File: src/rtl/ps2_pkg.sv
// Shared PS/2 definitions for the host transmit and device receive paths.
package ps2_pkg;

  // Host transmit FSM states
  typedef enum logic [2:0] {
    StIdle,
    StInhibit,
    StRts,
    StShift,
    StAck
  } ps2_tx_state_e;

  // Frame layout: start, 8 data bits LSB first, odd parity, stop -> 11 device clocks
  localparam int unsigned FrameClocks = 11;
  localparam int unsigned DataBits    = 8;
  localparam int unsigned ParityIdx   = 8;
  localparam int unsigned StopIdx     = 9;

  // 100 us inhibit and 20 ms reply window at 50 MHz
  localparam int unsigned InhibitCyclesDefault = 5000;
  localparam int unsigned TimeoutCyclesDefault = 1_000_000;

  // Odd parity: the parity bit makes the total number of ones odd
  function automatic logic odd_parity(input logic [DataBits-1:0] data);
    return ~^data;
  endfunction

endpackage

File: src/rtl/ps2_line_sync.sv
// Two-flop synchronizer for one PS/2 pad line plus a falling-edge detector.
module ps2_line_sync (
  input  logic clk_i,
  input  logic rst_i,
  input  logic line_i,
  output logic sync_o,
  output logic fall_o
);

  // [0],[1] form the synchronizer, [2] holds the previous synchronized value
  logic [2:0] sync_q;

  // Shift the pad level in; idle-high lines reset to 1 so no false edge appears
  always_ff @(posedge clk_i or posedge rst_i) begin
    if (rst_i) begin
      sync_q <= 3'b111;
    end else begin
      sync_q <= {sync_q[1:0], line_i};
    end
  end

  assign sync_o = sync_q[1];
  assign fall_o = sync_q[2] & ~sync_q[1];

endmodule

File: src/rtl/ps2_host_tx.sv
// PS/2 host-to-device transmitter: inhibit, request-to-send, shift frame, sample ack.
module ps2_host_tx
  import ps2_pkg::*;
#(
  parameter int unsigned INHIBIT_CYCLES = InhibitCyclesDefault,
  parameter int unsigned TIMEOUT_CYCLES = TimeoutCyclesDefault
) (
  input  logic       CLK,
  input  logic       RST,
  input  logic       start,
  input  logic [7:0] tx_data,
  input  logic       ps2c,
  input  logic       ps2d,
  output logic       ps2c_low,
  output logic       ps2d_low,
  output logic       busy,
  output logic       done,
  output logic       ack_err,
  output logic       timeout
);

  localparam int unsigned InhW = (INHIBIT_CYCLES > 1) ? $clog2(INHIBIT_CYCLES) : 1;
  localparam int unsigned TmoW = (TIMEOUT_CYCLES > 1) ? $clog2(TIMEOUT_CYCLES) : 1;
  localparam logic [InhW-1:0] InhLast  = InhW'(INHIBIT_CYCLES - 1);
  localparam logic [TmoW-1:0] TmoLast  = TmoW'(TIMEOUT_CYCLES - 1);
  localparam logic [3:0]      StopLast = 4'(StopIdx);

  logic c_sync, c_fall, d_sync, d_fall;
  logic unused_lines;

  ps2_line_sync u_sync_c (
    .clk_i  (CLK),
    .rst_i  (RST),
    .line_i (ps2c),
    .sync_o (c_sync),
    .fall_o (c_fall)
  );

  ps2_line_sync u_sync_d (
    .clk_i  (CLK),
    .rst_i  (RST),
    .line_i (ps2d),
    .sync_o (d_sync),
    .fall_o (d_fall)
  );

  // Only the clock edge and the data level are needed when transmitting
  assign unused_lines = c_sync ^ d_fall;

  ps2_tx_state_e   state_q;
  logic [InhW-1:0] inh_cnt_q;
  logic [TmoW-1:0] tmo_cnt_q;
  logic [3:0]      bit_idx_q;
  logic [9:0]      frame_q;  // {stop, parity, data}, shifted out LSB first
  logic            ps2c_low_q, ps2d_low_q, busy_q, done_q, ack_err_q, timeout_q;

  // Transmit FSM with registered line drives and status pulses
  always_ff @(posedge CLK or posedge RST) begin
    if (RST) begin
      state_q    <= StIdle;
      inh_cnt_q  <= '0;
      tmo_cnt_q  <= '0;
      bit_idx_q  <= '0;
      frame_q    <= '0;
      ps2c_low_q <= 1'b0;
      ps2d_low_q <= 1'b0;
      busy_q     <= 1'b0;
      done_q     <= 1'b0;
      ack_err_q  <= 1'b0;
      timeout_q  <= 1'b0;
    end else begin
      done_q    <= 1'b0;
      ack_err_q <= 1'b0;
      timeout_q <= 1'b0;
      unique case (state_q)
        StIdle: begin
          if (start) begin
            frame_q    <= {1'b1, odd_parity(tx_data), tx_data};
            inh_cnt_q  <= '0;
            ps2c_low_q <= 1'b1;
            ps2d_low_q <= 1'b0;
            busy_q     <= 1'b1;
            state_q    <= StInhibit;
          end
        end
        StInhibit: begin
          if (inh_cnt_q == InhLast) begin
            ps2c_low_q <= 1'b0;
            ps2d_low_q <= 1'b1;  // start bit, clock released
            tmo_cnt_q  <= '0;
            state_q    <= StRts;
          end else begin
            inh_cnt_q <= inh_cnt_q + InhW'(1);
          end
        end
        StRts, StShift, StAck: begin
          tmo_cnt_q <= tmo_cnt_q + TmoW'(1);
          // Ack edge beats a coincident timeout
          if (state_q == StAck && c_fall) begin
            done_q     <= 1'b1;
            ack_err_q  <= d_sync;
            busy_q     <= 1'b0;
            ps2c_low_q <= 1'b0;
            ps2d_low_q <= 1'b0;
            state_q    <= StIdle;
          end else if (tmo_cnt_q == TmoLast) begin
            timeout_q  <= 1'b1;
            busy_q     <= 1'b0;
            ps2c_low_q <= 1'b0;
            ps2d_low_q <= 1'b0;
            state_q    <= StIdle;
          end else if (state_q == StRts) begin
            bit_idx_q <= '0;
            state_q   <= StShift;
          end else if (state_q == StShift && c_fall) begin
            ps2d_low_q <= ~frame_q[0];
            frame_q    <= {1'b1, frame_q[9:1]};
            bit_idx_q  <= bit_idx_q + 4'd1;
            if (bit_idx_q == StopLast) begin
              state_q <= StAck;
            end
          end
        end
        default: state_q <= StIdle;
      endcase
    end
  end

  assign ps2c_low = ps2c_low_q;
  assign ps2d_low = ps2d_low_q;
  assign busy     = busy_q;
  assign done     = done_q;
  assign ack_err  = ack_err_q;
  assign timeout  = timeout_q;

endmodule
File: config.mk
export PLATFORM = sky130hd
export DESIGN_NAME = ps2_host_tx
export DESIGN_NICKNAME = d
export VERILOG_FILES = /design/src/rtl/ps2_pkg.sv /design/src/rtl/ps2_line_sync.sv /design/src/rtl/ps2_host_tx.sv
export SDC_FILE = /design/constraint.sdc
export NUM_CORES = 1
export LEC_CHECK = 0
export CELL_PAD_IN_SITES_DETAIL_PLACEMENT = 1
export CELL_PAD_IN_SITES_GLOBAL_PLACEMENT = 2
export CORE_MARGIN = 10
export CORE_UTILIZATION = 34
export CTS_CLUSTER_SIZE = 24
export DETAILED_ROUTE_END_ITERATION = 16
export GPL_TIMING_DRIVEN = 0
export PLACE_DENSITY = 0.74
export SYNTH_ARGS = -nofsm -noshare
export SYNTH_HDL_FRONTEND = slang
export SYNTH_SLANG_ARGS = --single-unit
export TNS_END_PERCENT = 5
File: constraint.sdc
create_clock -name CLK -period 1.8 [get_ports CLK]
set_input_delay 0.18 -clock CLK [delete_from_list [all_inputs] [get_ports CLK]]
set_output_delay 0.18 -clock CLK [all_outputs]
set_load 0.03 [all_outputs]
* Word level (Yosys, flattened, before mapping)
Index checks and enable logic that the tools add are counted.
** Word-level totals
- Register bits :: 61
- Output and inout bits :: 6
** Cells by class
- $add $sub $neg :: 3
- Eq/ne operators :: 19
- Multiplexer cells :: 41
- Bitwise operators :: 5
- Reductions and logical operators :: 18
** Operators with widths (number)
- two-way mux 10 bit :: 5
- case mux 20 bit (2 select lines) :: 1
- two-way mux 13 bit :: 2
- case mux 13 bit (2 select lines) :: 1
- two-way mux 3 bit :: 7
- adder 20 x 1 -> 20 bit, second input constant :: 1
- equality test 20 bit, second input constant :: 1
- two-way mux 20 bit :: 1
- case mux 10 bit (2 select lines) :: 1
- two-way mux 1 bit :: 17
- inequality test 2 bit, second input constant :: 7
- adder 13 x 1 -> 13 bit, second input constant :: 1
- equality test 13 bit, second input constant :: 1
- AND reduction 4 bit :: 3
- inequality test 5 bit, second input constant :: 2
- case mux 3 bit (3 select lines) :: 1
- two-way mux 4 bit :: 2
- inequality test 4 bit, second input constant :: 2
- nonzero test 2 bit :: 4
- XNOR reduction 8 bit :: 1
- equality test 3 x 2 -> 1 bit, second input constant :: 2
- case mux 1 bit (3 select lines) :: 2
- AND reduction 3 bit :: 2
- AND reduction 6 bit :: 1
- 14 further kinds :: 18

* Depth between registers and ports, before layout
- Word-level depth :: 8
- Depth in mapped cells :: 9

* Modules after synthesis
A second synthesis with hierarchy kept.
** Second synthesis, totals
- Cells, all modules :: 347
- Area, all modules :: 3357.0 um^2
** By module, submodules not included
- ps2_host_tx :: times used 1, cells an instance 337, area an instance 3164.3 um^2, sequential area each 1401.3 um^2
- ps2_line_sync :: times used 2, cells an instance 5, area an instance 96.3 um^2, sequential area each 78.8 um^2

* Worst setup path after synthesis
No wires, ideal clock.
- Path kind :: register to register
- From :: register inh_cnt_q[0]
- To :: register state_q[0]
- Setup time :: 0.125 ns
- Arrival :: 1.812 ns
- Data required time :: 1.675 ns
- Setup slack :: -0.137 ns
- Cell stages (with the launch flop) :: 8
- Path buffers :: 1
- Period minus slack after synthesis :: 1.937 ns
- Path through :: dfrtp_1 ha_1 and2_1 buf_2 nand4_1 a21oi_1 o32ai_1 mux2_2
** On the way
- Word-level cells in the longest chain between the ends :: 3
** Ends and longest elaborated chain
- start: declaration :: line ps2_host_tx.sv:51 : logic [InhW-1:0] inh_cnt_q;
- start signal: assignment :: line ps2_host_tx.sv:93 : inh_cnt_q <= inh_cnt_q + InhW'(1);
- equality test 13 bit :: line ps2_host_tx.sv:87 : if (inh_cnt_q == InhLast) begin
- inequality test 2 bit (no line)
- AND reduction 4 bit (no line)
- end signal: assignment :: line ps2_host_tx.sv:83 : state_q <= StInhibit;
- end signal: assignment :: line ps2_host_tx.sv:91 : state_q <= StRts;
- end signal: assignment :: line ps2_host_tx.sv:105 : state_q <= StIdle;
- end: declaration :: line ps2_host_tx.sv:50 : ps2_tx_state_e state_q;
Every way passes these cells.
A chain may end at the register's enable or synchronous reset.

* Worst setup path after layout
- From :: register inh_cnt_q[10]
- To :: register tmo_cnt_q[19]
** On the way
- Word-level cells in the longest chain between the ends :: 3
** Ends and longest elaborated chain
- equality test 13 bit :: line ps2_host_tx.sv:87
- inequality test 2 bit (no line)
- AND reduction 2 bit (no line)
- end signal: assignment :: line ps2_host_tx.sv:97 : tmo_cnt_q <= tmo_cnt_q + TmoW'(1);
- end: declaration :: line ps2_host_tx.sv:52 : logic [TmoW-1:0] tmo_cnt_q;
Every way passes these cells.

==> results.tsv <==
metric	value	unit
synth.ff_latch_count	61	
viasPerCell	5.54	
rrSetupSlack	-0.19	ns
share_comb_of_total_power	0.419	
final_max_slew_viol_count	0	
synth.top_cells.by_area	sky130_fd_sc_hd__dfrtp_1 (44%), sky130_fd_sc_hd__a21oi_1 (4.7%), sky130_fd_sc_hd__o21ai_0 (4.2%), sky130_fd_sc_hd__dfstp_2 (4.1%), sky130_fd_sc_hd__mux2i_1 (3.4%)	
fin_crit	1.99	ns
power.leakage	1.73	nW
p_switching	2.17	mW
maximum_clock_rate	503	MHz
syn2layout_area_growth	29.8	%
drc	0	
synth.cell_area	3200	um^2
synth.top_cell.area_share	0.437	
cts.sinks	61	
final_layout_size_suffix_gt1_frac	0.273	
detailroute.via_count	2746	
grt_pass1_vias	2947	
worst_ep_arrival	2.22	ns
detailedPlacementHpwl	5.68	mm
clockBufferDepth	2	
worst_skew_pair.late_latency	0.35	ns
netlist-cell-type-count	45	
grt_start_max_net_pins	40	
cts_htree_levels	3	
power.share.sequential	0.335	
clockRootBuffer	sky130_fd_sc_hd__clkbuf_8	
max-cap-violations	0	
tritoncts	yes	
synthesis.area_per_instance	9.74	um^2
drt_iter0_markers	162	
post_dp_cell_area	3570	um^2
worst_setup_end_kind	flip-flop	
die_w	117	um
finalHoldViolCount	0	
p_per_area	1370	nW/um^2
report.final.setup_viol	35	
maxSlewHeadroom	0.417	
timing_worst_slew_pin_value	0.873	ns
ir_worst_vdd	614	uV
final.period_utilization	1.11	
violated_checks	setup timing	
status	finished with violations	
stdcell_area	4160	um^2
fillers	1024	
path_clk_slew	0.08	ns
synth_cells	329	
ys_dominant_reg_cell	sky130_fd_sc_hd__dfrtp_1	
detail_route.wl_per_cell	17.7	um
synth.most_common_cell	sky130_fd_sc_hd__dfrtp_1	
setup_repair_after_global_routing_missed_its_margin	yes	
antennaDiodeCount	0	
hold_ws	0.235	ns
synth-seq-area-share	0.478	
synth_commonest_cells	sky130_fd_sc_hd__dfrtp_1 (56), sky130_fd_sc_hd__a21oi_1 (30), sky130_fd_sc_hd__o21ai_0 (27)	
yosysWarningCount	0	
post_layout_worst_setup_margin	-0.189	ns
gp_routability_congestion	0.747	
synth_edf_count	0	
floorplan.rows	35	
numPortBuffers	18	
pwr-share-clk	0.246	
number_of_iterations_in_the_first_detailed_routing_pass	4	
critPathMaxFanout	10	
core_area	9200	um^2
min-delay-path-class	in -> reg	
grt_overflow	0	
initial_core_util	0.348	
die-area	13700	um^2
setup-tns-final	-3.31	ns
number_of_buffers_created_by_cts	9	
syn-num-nets	346	
grt_first_pass_wirelength	15.0	mm
final_net_count	397	
antenna_found_initial	0	
intPower	3.54	mW
setup_clock_skew_after_layout	0.00742	ns
async_flop_share	1.00	
path_class	reg -> reg	
cts_hold_repair.buffers	0	
synth_area_leader_cell	sky130_fd_sc_hd__dfrtp_1	
required	2.03	ns
swShare	0.380	
drt.antenna.violating_nets	0	
num_io_pins	19	
grt.total_usage	0.138	
total_chip_power	5.71	mW
dieHeight	117	um
postRouteWirelength	8.79	mm
start_kind	flip-flop	
[power by group through the flow]
stage               clock network (mW)  registers [mW]  logic (mW)
floorplan                            0            1.93        1.35
global placement                     0            1.92        1.88
detailed placement                   0            1.93        1.93
CTS                               1.45            1.91        2.35
global route                      1.52            1.95        2.67
finish                            1.40            1.91        2.39
[flip-flops by register name (all words and copies together) (netlist names), 2 cells and up]
register and flops:
tmo_cnt_q 20, inh_cnt_q 13, frame_q 10, bit_idx_q 4
state_q 3, u_sync_c.sync_q 3, u_sync_d.sync_q 2
[metal layers]
layer / GRT usage / wire length [um] / vias to the layer above
met4: 0.0313 / 72 / 0
met2: 0.232 / 4440 / 23
met3: 0.0382 / 237 / 9
li1: - / - / 1326
met5: 0 / 0 / -
met1: 0.173 / 4040 / 1388
[layout by cell type (no fill, tap or decap), types with 4 or more instances in the layout]
cell and count:
sky130_fd_sc_hd__or3_1 15, sky130_fd_sc_hd__clkbuf_8 10, sky130_fd_sc_hd__inv_1 4, sky130_fd_sc_hd__nand2_1 25, sky130_fd_sc_hd__mux2i_1 11, sky130_fd_sc_hd__dfrtp_2 4
sky130_fd_sc_hd__clkdlybuf4s50_1 18, sky130_fd_sc_hd__dfstp_2 5, sky130_fd_sc_hd__dfrtp_1 52, sky130_fd_sc_hd__buf_4 21, sky130_fd_sc_hd__or4_1 5, sky130_fd_sc_hd__mux2_2 6
sky130_fd_sc_hd__xnor2_1 9, sky130_fd_sc_hd__o21ai_1 10, sky130_fd_sc_hd__nand4_1 11, sky130_fd_sc_hd__buf_6 8, sky130_fd_sc_hd__nand3_1 16, sky130_fd_sc_hd__o21ai_0 16
sky130_fd_sc_hd__a21oi_1 24, sky130_fd_sc_hd__and3_1 7, sky130_fd_sc_hd__nor3_1 4, sky130_fd_sc_hd__o31ai_1 8, sky130_fd_sc_hd__and4_1 5, sky130_fd_sc_hd__nor2_1 14
sky130_fd_sc_hd__a21oi_2 6, sky130_fd_sc_hd__or4_4 5
[logic make-up after synthesis]
group	after synthesis	share of synthesized area
adder cells (fa/ha/maj)	4	0.0156
AND/OR/NAND/NOR	132	0.234
multiplexers	17	0.0554
AO/OA/AOI/OAI	82	0.155
XOR/XNOR	12	0.0328
flip-flops	61	0.478
buffers and inverters	21	0.0289
[cell type report]
cell class / instances / area [um^2] / share of cell area
clock buffers: 9 / 124 / 0.0298
well taps: 111 / 139 / 0.0334
clock inverters: 7 / 100 / 0.0241
flip-flops and latches: 61 / 1540 / 0.370
inverters: 5 / 18.8 / 0.00451
plain buffers: 16 / 131 / 0.0316
repair buffers: 40 / 369 / 0.0888
multi-input cells: 247 / 1740 / 0.418
[critical path: stages, from the launching register on]
cell	delay, ns
sky130_fd_sc_hd__dfrtp_2	0.43
sky130_fd_sc_hd__nor4_4	0.30
sky130_fd_sc_hd__and4_4	0.29
sky130_fd_sc_hd__a31oi_4	0.11
sky130_fd_sc_hd__buf_6	0.16
sky130_fd_sc_hd__buf_4	0.17
sky130_fd_sc_hd__o31ai_1	0.30
sky130_fd_sc_hd__a21oi_2	0.10
[repair_timing]
item                                    4_1_cts  5_1_grt
endpoints found under the setup margin       51       51
gates resized for setup                      53       22
cloned                                        1        0
pin swaps                                    20        4
setup buffers                                19        1
[worst paths after layout]
check	from	to	cells past startpoint
max reg2reg	inh_cnt_q[10]	tmo_cnt_q[19]	7
min	ps2d	u_sync_d.sync_q[0]	1
max	inh_cnt_q[10]	tmo_cnt_q[19]	7
min reg2reg	u_sync_d.sync_q[0]	u_sync_d.sync_q[1]	0
min in group asynchronous	RST	tmo_cnt_q[3]	2
max in group asynchronous	RST	inh_cnt_q[10]	3
[through the flow]
step / std cells / setup slack (ns) / utilization
after floorplan: 329 / -0.0671 / -
after global placement: 458 / -1.12 / 0.386
after detailed placement: 459 / -0.636 / 0.388
after CTS: 495 / -0.162 / 0.444
after global routing: 496 / -0.285 / 0.452
final: 496 / -0.189 / 0.452
Note: power is estimated with default switching activity, not from simulation.
